File: config.mk
export PLATFORM = sky130hd
export DESIGN_NAME = sseg_scan_decoder_flat
export DESIGN_NICKNAME = d
export VERILOG_FILES = /design/src/rtl/sseg_scan_decoder_if.sv /design/src/rtl/sseg_scan_decoder.sv /design/src/flat_wrapper.sv
export SDC_FILE = /design/constraint.sdc
export NUM_CORES = 1
export LEC_CHECK = 0
export CAP_MARGIN = 20
export CELL_PAD_IN_SITES_DETAIL_PLACEMENT = 1
export CELL_PAD_IN_SITES_GLOBAL_PLACEMENT = 2
export CORE_ASPECT_RATIO = 1.25
export CORE_UTILIZATION = 30
export CTS_BUF_LIST = sky130_fd_sc_hd__clkbuf_4
export CTS_CLUSTER_DIAMETER = 40
export DETAILED_ROUTE_END_ITERATION = 8
export MAX_ROUTING_LAYER = met4
export PLACE_DENSITY_LB_ADDON = 0.1
export SLEW_MARGIN = 30
export SYNTH_ARGS = -nofsm -noshare
export SYNTH_HDL_FRONTEND = slang
export SYNTH_SLANG_ARGS = --single-unit
File: constraint.sdc
create_clock -name clk -period 5.7 [get_ports clk]
set_input_delay 0.57 -clock clk [delete_from_list [all_inputs] [get_ports clk]]
set_output_delay 0.57 -clock clk [all_outputs]
set_load 0.01 [all_outputs]
File: src/rtl/sseg_scan_decoder_if.sv
// Signal bundle between a multiplexed 7-segment scan source and the scan decoder.
// The master drives the bus and clears errors. The slave is the decoder that reports the rebuilt digits.
interface sseg_scan_decoder_if;
    logic [3:0]  an_in;
    logic [7:0]  sseg_in;
    logic        clr_err;
    logic [15:0] hex_out;
    logic [3:0]  dp_out;
    logic [3:0]  blank_out;
    logic [3:0]  is_h_out;
    logic [3:0]  digit_valid;
    logic        frame_done;
    logic        hi_detect;
    logic        glyph_err;
    logic        an_err;
    logic        scan_timeout;

    modport master (
        output an_in, sseg_in, clr_err,
        input  hex_out, dp_out, blank_out, is_h_out, digit_valid,
        input  frame_done, hi_detect, glyph_err, an_err, scan_timeout
    );

    modport slave (
        input  an_in, sseg_in, clr_err,
        output hex_out, dp_out, blank_out, is_h_out, digit_valid,
        output frame_done, hi_detect, glyph_err, an_err, scan_timeout
    );
endinterface

File: src/rtl/sseg_scan_decoder.sv
// Monitors a multiplexed active-low 7-segment bus and waits for each digit slot to settle.
// It decodes every glyph back to a hex value, rebuilds the four digit registers, and flags frames, errors and timeouts.
module sseg_scan_decoder #(
    parameter int STABLE_CYCLES = 16,
    parameter int TIMEOUT_W     = 20
) (
    input  logic                clk,
    input  logic                reset_n,
    sseg_scan_decoder_if.slave  bus
);
    localparam int                   CNT_W    = $clog2(STABLE_CYCLES + 1);
    localparam logic [CNT_W-1:0]     CNT_SAT  = CNT_W'(STABLE_CYCLES);
    localparam logic [CNT_W-1:0]     CNT_FIRE = CNT_W'(STABLE_CYCLES - 1);
    localparam logic [TIMEOUT_W-1:0] TO_MAX   = '1;

    typedef enum logic {IDLE, SCAN} state_t;

    logic [11:0]          syncA_q, syncB_q, prev_q;
    logic [CNT_W-1:0]     stableCnt_q, stableCnt_d;
    logic [TIMEOUT_W-1:0] toCnt_q;
    state_t               state_q;

    logic [15:0] hex_q, hex_d;
    logic [3:0]  dp_q, dp_d, blank_q, blank_d, isH_q, isH_d, valid_q, valid_d, seen_q, seen_d;
    logic        frameDone_q, hiDetect_q, hiDetect_d, glyphErr_q, anErr_q, timeout_q;

    logic [3:0]  sampleAn;
    logic [6:0]  sampleSeg;
    logic        sampleDp, sameSample, capture, anLegal, anBad, legalCap, glyphNew;
    logic        isBlank, isH, hexHit;
    logic [3:0]  hexVal, hexLsb;
    logic [1:0]  digitIdx;

    function automatic logic [4:0] decodeGlyph(input logic [6:0] seg);
        logic [4:0] r;
        case (seg)
            7'b0000001: r = {1'b1, 4'h0};
            7'b1001111: r = {1'b1, 4'h1};
            7'b0010010: r = {1'b1, 4'h2};
            7'b0000110: r = {1'b1, 4'h3};
            7'b1001100: r = {1'b1, 4'h4};
            7'b0100100: r = {1'b1, 4'h5};
            7'b0100000: r = {1'b1, 4'h6};
            7'b0001111: r = {1'b1, 4'h7};
            7'b0000000: r = {1'b1, 4'h8};
            7'b0000100: r = {1'b1, 4'h9};
            7'b0001000: r = {1'b1, 4'hA};
            7'b1100000: r = {1'b1, 4'hB};
            7'b0110001: r = {1'b1, 4'hC};
            7'b1000010: r = {1'b1, 4'hD};
            7'b0110000: r = {1'b1, 4'hE};
            7'b0111000: r = {1'b1, 4'hF};
            default:    r = 5'b0;
        endcase
        return r;
    endfunction

    // Synchronizer flops start from the idle bus image, so coming out of reset never looks like a stable illegal sample.
    always_ff @(posedge clk or negedge reset_n) begin
        if (!reset_n) begin
            syncA_q     <= '1;
            syncB_q     <= '1;
            prev_q      <= '1;
            stableCnt_q <= '0;
        end else begin
            syncA_q     <= {bus.an_in, bus.sseg_in};
            syncB_q     <= syncA_q;
            prev_q      <= syncB_q;
            stableCnt_q <= stableCnt_d;
        end
    end

    assign sampleAn   = syncB_q[11:8];
    assign sampleDp   = syncB_q[7];
    assign sampleSeg  = syncB_q[6:0];
    assign sameSample = (syncB_q == prev_q);
    assign stableCnt_d = !sameSample ? '0 :
                         (stableCnt_q == CNT_SAT) ? CNT_SAT : stableCnt_q + 1'b1;
    // The count saturates above the fire value, so each stable run captures exactly once.
    assign capture    = sameSample && (stableCnt_d == CNT_FIRE);

    always_comb begin
        anLegal  = 1'b1;
        digitIdx = 2'd0;
        case (sampleAn)
            4'b1110: digitIdx = 2'd0;
            4'b1101: digitIdx = 2'd1;
            4'b1011: digitIdx = 2'd2;
            4'b0111: digitIdx = 2'd3;
            default: anLegal  = 1'b0;
        endcase
    end

    assign legalCap         = capture && anLegal;
    assign anBad            = capture && !anLegal && (sampleAn != 4'b1111);
    assign {hexHit, hexVal} = decodeGlyph(sampleSeg);
    assign isBlank          = (sampleSeg == 7'b1111111);
    assign isH              = (sampleSeg == 7'b1001000);
    assign hexLsb           = {digitIdx, 2'b00};

    always_comb begin
        hex_d    = hex_q;
        dp_d     = dp_q;
        blank_d  = blank_q;
        isH_d    = isH_q;
        valid_d  = valid_q;
        seen_d   = seen_q;
        glyphNew = 1'b0;
        if (legalCap) begin
            dp_d[digitIdx]    = sampleDp;
            blank_d[digitIdx] = isBlank;
            isH_d[digitIdx]   = isH;
            valid_d[digitIdx] = hexHit;
            seen_d[digitIdx]  = 1'b1;
            glyphNew          = !hexHit && !isBlank && !isH;
            if (hexHit) begin
                hex_d[hexLsb +: 4] = hexVal;
            end
        end
        hiDetect_d = blank_d[3] & isH_d[2] & valid_d[1] & (hex_d[7:4] == 4'h1) & blank_d[0];
    end

    // A legal capture outranks an expiring timeout in the same cycle, because it is fresh evidence that the bus is alive.
    always_ff @(posedge clk or negedge reset_n) begin
        if (!reset_n) begin
            state_q     <= IDLE;
            hex_q       <= '0;
            dp_q        <= '0;
            blank_q     <= '0;
            isH_q       <= '0;
            valid_q     <= '0;
            seen_q      <= '0;
            toCnt_q     <= '0;
            frameDone_q <= 1'b0;
            hiDetect_q  <= 1'b0;
            glyphErr_q  <= 1'b0;
            anErr_q     <= 1'b0;
            timeout_q   <= 1'b0;
        end else begin
            frameDone_q <= 1'b0;
            glyphErr_q  <= (glyphErr_q & ~bus.clr_err) | glyphNew;
            anErr_q     <= (anErr_q & ~bus.clr_err) | anBad;
            if (legalCap) begin
                hex_q     <= hex_d;
                dp_q      <= dp_d;
                blank_q   <= blank_d;
                isH_q     <= isH_d;
                valid_q   <= valid_d;
                toCnt_q   <= '0;
                timeout_q <= 1'b0;
                state_q   <= SCAN;
                if (state_q == SCAN && seen_d == 4'b1111) begin
                    frameDone_q <= 1'b1;
                    seen_q      <= '0;
                    hiDetect_q  <= hiDetect_d;
                end else begin
                    seen_q <= seen_d;
                end
            end else if (toCnt_q == TO_MAX) begin
                timeout_q  <= 1'b1;
                valid_q    <= '0;
                seen_q     <= '0;
                hiDetect_q <= 1'b0;
                state_q    <= IDLE;
            end else begin
                toCnt_q <= toCnt_q + 1'b1;
            end
        end
    end

    assign bus.hex_out      = hex_q;
    assign bus.dp_out       = dp_q;
    assign bus.blank_out    = blank_q;
    assign bus.is_h_out     = isH_q;
    assign bus.digit_valid  = valid_q;
    assign bus.frame_done   = frameDone_q;
    assign bus.hi_detect    = hiDetect_q;
    assign bus.glyph_err    = glyphErr_q;
    assign bus.an_err       = anErr_q;
    assign bus.scan_timeout = timeout_q;
endmodule

File: src/flat_wrapper.sv
// flat-port wrapper written by rule: the top's interface ports become plain ports
module sseg_scan_decoder_flat 
#(
    parameter int STABLE_CYCLES = 16,
    parameter int TIMEOUT_W     = 20
)
  (clk, reset_n, bus_an_in, bus_sseg_in, bus_clr_err, bus_hex_out, bus_dp_out, bus_blank_out, bus_is_h_out, bus_digit_valid, bus_frame_done, bus_hi_detect, bus_glyph_err, bus_an_err, bus_scan_timeout);
  sseg_scan_decoder_if bus_i ();
  input  logic clk;
  input  logic reset_n;
  input wire logic [$bits(bus_i.an_in)-1:0] bus_an_in;
  input wire logic [$bits(bus_i.sseg_in)-1:0] bus_sseg_in;
  input wire logic [$bits(bus_i.clr_err)-1:0] bus_clr_err;
  output wire logic [$bits(bus_i.hex_out)-1:0] bus_hex_out;
  output wire logic [$bits(bus_i.dp_out)-1:0] bus_dp_out;
  output wire logic [$bits(bus_i.blank_out)-1:0] bus_blank_out;
  output wire logic [$bits(bus_i.is_h_out)-1:0] bus_is_h_out;
  output wire logic [$bits(bus_i.digit_valid)-1:0] bus_digit_valid;
  output wire logic [$bits(bus_i.frame_done)-1:0] bus_frame_done;
  output wire logic [$bits(bus_i.hi_detect)-1:0] bus_hi_detect;
  output wire logic [$bits(bus_i.glyph_err)-1:0] bus_glyph_err;
  output wire logic [$bits(bus_i.an_err)-1:0] bus_an_err;
  output wire logic [$bits(bus_i.scan_timeout)-1:0] bus_scan_timeout;
  assign bus_i.an_in = bus_an_in;
  assign bus_i.sseg_in = bus_sseg_in;
  assign bus_i.clr_err = bus_clr_err;
  assign bus_hex_out = bus_i.hex_out;
  assign bus_dp_out = bus_i.dp_out;
  assign bus_blank_out = bus_i.blank_out;
  assign bus_is_h_out = bus_i.is_h_out;
  assign bus_digit_valid = bus_i.digit_valid;
  assign bus_frame_done = bus_i.frame_done;
  assign bus_hi_detect = bus_i.hi_detect;
  assign bus_glyph_err = bus_i.glyph_err;
  assign bus_an_err = bus_i.an_err;
  assign bus_scan_timeout = bus_i.scan_timeout;
  sseg_scan_decoder #(.STABLE_CYCLES(STABLE_CYCLES), .TIMEOUT_W(TIMEOUT_W)) u_core (.clk(clk), .reset_n(reset_n), .bus(bus_i));
endmodule
== Yosys cells after proc, flatten, opt, wreduce, memory -nomap -nowiden ==
Cells that the tools add are included.

* $add $sub $neg: 3
* Bitwise operators: 10
* Mux-type cells: 33
* Eq/ne operators: 30
* Magnitude comparators: 2
* Shifts and indexed selects: 2
* Reductions and logical operators: 17

{| class="wikitable"
|+ Operators by type and width
! kind !! count
|-
| 5-bit one-hot mux with 16 select lines || 1
|-
| 7-bit equality test (second input constant) || 6
|-
| 20-bit two-way mux || 2
|-
| 7-bit by 6-bit equality test with 1-bit output (second input constant) || 5
|-
| 4-bit two-way mux || 7
|-
| 20-bit by 1-bit adder with 20-bit output (second input constant) || 1
|-
| 20-bit equality test (second input constant) || 1
|-
| 16-bit bitwise mux || 1
|-
| 4-bit bitwise mux || 4
|-
| 4-bit equality test (second input constant) || 4
|-
| 8-bit two-way mux || 2
|-
| 4-bit by 6-bit variable shift with 16-bit output (first input constant) || 1
|-
| 4-bit by 6-bit indexed part select with 16-bit output || 1
|-
| 7-bit by 3-bit equality test with 1-bit output (second input constant) || 2
|-
| 7-bit by 4-bit equality test with 1-bit output (second input constant) || 2
|-
| 12-bit equality test || 1
|-
| 1-bit two-way mux || 11
|-
| 5-bit two-way mux || 2
|-
| 1-bit logical AND || 8
|-
| 7-bit by 1-bit equality test with 1-bit output (second input constant) || 1
|-
| 7-bit by 5-bit equality test with 1-bit output (second input constant) || 1
|-
| 7-bit zero test || 1
|-
| 1-bit AND || 6
|-
| 4-bit negation with 6-bit output || 1
|-
| other kinds (20) || 25
|}

* Logic and storage cells: 115
* Input port bits: 15
* Output and inout bits: 37
* Register bits: 103

== Depth between registers and ports, before layout ==
* Depth after elaboration: 14
* Gate-level depth with buffers: 12
* Depth with buffers taken out: 10

== Worst setup path after synthesis ==
OpenSTA, ideal clock, no wires.

* Path kind: register to register
* Start point: reg u_core.syncB_q[4]
* End point: reg u_core.hex_q[10], in the netlist u_core.bus.hex_out[10]
* Arrival: 2.347 ns
* Library setup time: 0.125 ns
* Data required time: 5.575 ns
* Setup slack: 3.228 ns
* Cell stages (with the launch flop): 10
* Clock period less this slack: 2.472 ns
* Buffers on the path: 2
* Path through: dfstp_2 > clkbuf_1 > xor2_1 > or4_4 > nor3_4 > and3_1 > buf_4 > and2_4 > nand2_4 > mux2_4

* Longest elaborated chain between the ends: 6
* Elaborated cells on any way between the ends: 25
* Those cells by class: eq/ne (17); shift (1); mux (3); reduce/logical (4)

{| class="wikitable"
|+ RTL lines
! item !! line !! source
|-
| from (decl) || sseg_scan_decoder.sv:18 || <nowiki>logic [11:0] syncA_q, syncB_q, prev_q;</nowiki>
|-
| from (signal assigned) || sseg_scan_decoder.sv:67 || <nowiki>syncB_q <= syncA_q;</nowiki>
|-
| branches (longest 6 deep; another with 5-bit one-hot mux with 16 select lines) || - ||
|-
| to (signal assigned) || sseg_scan_decoder.sv:127 || <nowiki>hex_q <= '0;</nowiki>
|-
| to (signal assigned) || sseg_scan_decoder.sv:144 || <nowiki>hex_q <= hex_d;</nowiki>
|-
| to (decl) || sseg_scan_decoder.sv:23 || <nowiki>logic [15:0] hex_q, hex_d;</nowiki>
|}

Several ways; the timed one is not identified.
A chain may end at the register's enable or synchronous reset.

== Worst setup path after layout ==
* Start point: reg u_core.stableCnt_q[0]
* End point: reg u_core.hex_q[1], in the netlist u_core.bus.hex_out[1]

* Longest elaborated chain between the ends: 7
* Elaborated cells on any way between the ends: 8
* Those cells by class: add/sub (1); eq/ne (2); mux (2); reduce/logical (3)

{| class="wikitable"
|+ RTL lines
! item !! line !! source
|-
| from (decl) || sseg_scan_decoder.sv:19 || <nowiki>logic [CNT_W-1:0] stableCnt_q, stableCnt_d;</nowiki>
|-
| from (signal assigned) || sseg_scan_decoder.sv:69 || <nowiki>stableCnt_q <= stableCnt_d;</nowiki>
|-
| 5-bit by 1-bit adder with 5-bit output or 5-bit equality test (tied branches) || sseg_scan_decoder.sv:78 || <nowiki>(stableCnt_q == CNT_SAT) ? CNT_SAT : stableCnt_q + 1'b1;</nowiki>
|-
| 5-bit two-way mux * || sseg_scan_decoder.sv:78 ||
|-
| 5-bit two-way mux * || sseg_scan_decoder.sv:77 || <nowiki>assign stableCnt_d = !sameSample ? '0 :</nowiki>
|-
| 5-bit by 4-bit equality test with 1-bit output * || sseg_scan_decoder.sv:80 || <nowiki>assign capture = sameSample && (stableCnt_d == CNT_FIRE);</nowiki>
|-
| 1-bit logical AND * || sseg_scan_decoder.sv:80 ||
|-
| 1-bit logical AND * || sseg_scan_decoder.sv:94 || <nowiki>assign legalCap = capture && anLegal;</nowiki>
|-
| 2-bit AND reduction (no line) * || - ||
|}

Every way passes the cells marked *; elsewhere a longest branch is shown, timed or not.

==> summary by stage <==
Worst hold path
The path category of the worst min-delay check is in2async.

Yosys
The number of nets in the synthesized netlist is 448. The post-synthesis sequential area ratio is 55.9%. After synthesis, the cell types taking the most area are dfrtp_1 36%, dfstp_2 20%, xor2_1 5.0%. The average instance area after synthesis is 11.0 um2. Counting flops and latches in the post-synthesis netlist gives 103. After synthesis, the share of flip-flops with an asynchronous set or reset is 100%. Synthesis instantiated 54 different standard cells from the library. For this run, the number of Yosys warnings is 0. The cell count after synthesis is 425. The most frequently used flop master after synthesis is dfrtp_1. In this run, synthesis inferred 0 flip-flops with an integrated enable. The top-area cell type share of the netlist area is 35.8%. Summing every instance area after synthesis gives 0.00469 mm2. The most area-hungry cell type in the Yosys netlist is dfrtp_1.

Route
The detailed router placed 3291 vias in this run. The violation count after the first detailed-route iteration is 124. The total wire length after detailed routing is 11.7 mm. The DRC violation count after routing is 0. The average via count per standard cell is 4.80. The final antenna-violating net count is 0. For this run, the detailed router's first-pass iteration total came to 4.

The post-detailed-route wirelength per cell is 17.1 um.

Finish
In the layout the commonest cells are 67 x dfrtp_1, 50 x clkdlybuf4s50_1, 46 x nor2_1. The number of fill cells in the layout is 1700. The most common library cell in the layout ignoring fill and taps is dfrtp_1. The signed area change from the synthesized netlist to the final layout is 18.5%. The fraction of layout instances using a drive strength above 1 is 16.6%.

After the last flow step, the layout net total stands at 494.

Critical path
STA classifies the critical path endpoint as a flop. Data arrives at the worst endpoint at 3.35 ns. The setup path with the least slack is of type reg2reg.

The delay of the slowest cell on the worst path is 0.44 ns. The kind of launch point of the worst setup path is a flop. The signal on the critical path passes through inv_1, ha_1, or4bb_1, nor2_1, nand4_1, nor2b_1, buf_4, nand3_1, mux2_2. The required time reported for the critical path endpoint is 6.08 ns.

The largest individual stage delay along the critical path comes from the cell dfrtp_1. The worst-path maximum fanout is 27.

Timing
In the finished design, the share of the clock period the worst path needs comes to 52.1%. Setup repair after global routing left no endpoint under its margin. The worst-margin pin slew is 0.870 ns. Setup slack on the critical path of the routed design comes to 2.73 ns. Measured against its own limit, the worst slew margin works out to 42.0%. For this run, the top clock speed supported by timing is 0.337 GHz. The final critical delay including setup and external delays is 2.97 ns.

The final-report max-slew violation count is 0. Setup violations remaining at the end of the flow were counted as 0. The final-report hold violation count is 0. Adding up every negative setup slack in the final design gives 0 ns.

The clock skew after layout is 0.0274 ns. Across all hold checks on the routed design, the worst slack comes to 0.0301 ns.

Place
Prior to clock tree synthesis, the placed netlist has a worst setup slack of 2.68 ns. During placement, the flow inserted port buffers numbering 51. Once detailed placement completed, the half-perimeter wirelength came to 8.32 mm.

Routability-driven placement finished with a final weighted congestion of 0.712.

Pwr
The internal power of the cells totals 0.964 mW. The analysis attributes to cell leakage a power of 2.44 nW. Net switching is 25.0% of the power. Of the total power, combinational logic draws 5.5%.

The worst vdd rail ir drop is 0.000138 V. The power per cell area is 231 mW/mm2. The analysis attributes to net switching a power of 0.321 mW. The clock network is responsible for 34.3% of the overall power.

The share of total power dissipated in sequential elements is 60.2%.

Clocking
The root buffer cell chosen for the clock tree is clkbuf_4. After clock tree synthesis, the clock-pin slew on the worst setup and hold paths is 0.17 ns. In this run the number of H-tree levels came out at 3. The number of buffers added for setup after CTS is 0. In this run, CTS created clock tree buffers numbering 9. In this run, post-CTS repair resized a total of 0 instances. The TritonCTS sink count is 103.

The clock latency at the later pin of the worst-skew pair is 0.48 ns. The TritonCTS clock tree is built. The number of buffers between clock root and the deepest sink is 2. Hold repair after CTS inserted 0 buffers.

Global routing
The number of global-route vias before repair is 3500. The number of antenna violations at the first check in global routing came to 1. The all-layer global routing usage is 16.2%.

The first global-routing pass estimated 19.4 mm of wire. The pin count of the biggest net entering global routing is 69. The total congestion overflow after global routing is 0.

Die
The chip width is 114 um. The initial utilization of the core area, before any placement, comes to 31.0%. The number of rows in the core area is 50.

The total core area is 0.0151 mm2. The total I/O pin count is 52. The die is 142 um tall. The area enclosed by the die boundary is 0.0161 mm2.

Flow run
The tool flagged a number of max-cap violations equal to 0.

Status
The flow ran to the end, and the final reports show no timing, DRC or antenna violations.
## metal layers
metal,share of wire [%],vias to the layer above,track usage (%)
li1,-,1575,-
met2,49,45,26.8
met4,1.4,0,5.54
met1,48,1659,20.1
met5,0,-,-
met3,1.9,12,2.78
## area by class of cell
cell class	count	area [um2]	share of cell area, %
Multi-Input combinational cell	297	1970	35.4
Antenna cell	1	2.50	0.0450
Tap cell	208	260	4.68
Inverter	7	26.3	0.473
Sequential cell	103	2620	47.2
Clock buffer	10	75.1	1.35
Clock inverter	6	83.8	1.51
Timing Repair Buffer	53	523	9.41
## sequential cells by signal, summed over array words and instances, names as in the netlist, 5 cells and up
register            flops
u_core.syncB_q         12
u_core.syncA_q         12
u_core.toCnt_q         20
u_core.bus.hex_out     16
u_core.stableCnt_q      5
u_core.prev_q          12
## cells in the mapped netlist, drive strengths merged (8+ instances only)
master / number
dfrtp: 67
o21ai: 24
nor3: 9
nand4: 11
dfstp: 36
xor2: 27
mux2: 14
ha: 8
nand3: 18
nand2: 43
nor2: 46
clkbuf: 13
## path summary, 6_finish.rpt
kind / startpoint / end / slack (ns) / cells past startpoint
setup / recovery: u_core.stableCnt_q[0] / u_core.bus.hex_out[1] / 2.73 / 9
hold / removal: reset_n / u_core.bus.hex_out[13] / 0.03 / 1
setup reg to reg: u_core.stableCnt_q[0] / u_core.bus.hex_out[1] / 2.73 / 9
hold reg to reg: u_core.syncA_q[0] / u_core.syncB_q[0] / 0.34 / 0
max in group asynchronous: reset_n / u_core.toCnt_q[12] / 4.40 / 2
min in group clk: u_core.syncA_q[0] / u_core.syncB_q[0] / 0.34 / 0
## worst max-delay path, delay by kind of cell, from the launching register on
kind / cells / cell delay [ns]
multiplexers: 1 / 0.37
buffers and inverters: 2 / 0.38
AND/OR/NAND/NOR: 5 / 1.40
adder cells (fa/ha/maj): 1 / 0.28
flip-flops: 1 / 0.44
## power by group through the flow
stage / clock (mW) / combinational [mW] / sequential (mW)
5_1_grt: 0.487 / 0.0795 / 0.776
6_report: 0.441 / 0.0706 / 0.773
3_5_place_dp: 0 / 0.0725 / 0.786
3_3_place_gp: 0 / 0.0723 / 0.785
4_1_cts: 0.460 / 0.0730 / 0.774
2_1_floorplan: 0 / 0.0421 / 0.774
## stage by stage
| step | utilization [%] | instances | cell area, um2 | power (mW) |
|---|---|---|---|---|
| 2_1_floorplan | - | 425 | 4690 | 0.816 |
| 3_3_place_gp | 35.7 | 668 | 5400 | 0.858 |
| 3_5_place_dp | 35.7 | 668 | 5400 | 0.858 |
| 4_1_cts | 36.7 | 684 | 5560 | 1.31 |
| 5_1_grt | 36.7 | 685 | 5560 | 1.34 |
| 6_report | 36.7 | 685 | 5560 | 1.28 |
## logic make-up after synthesis
kind of cell | synth area share, %
and+or+nand+nor | 21.2
AOI/OAI and AO/OA | 7.34
adders and majority gates | 2.35
xor gates and xnor gates | 6.16
buffers and inverters | 2.16
muxes | 4.86
DFF | 55.9
Power figures use the tool's default switching activity.
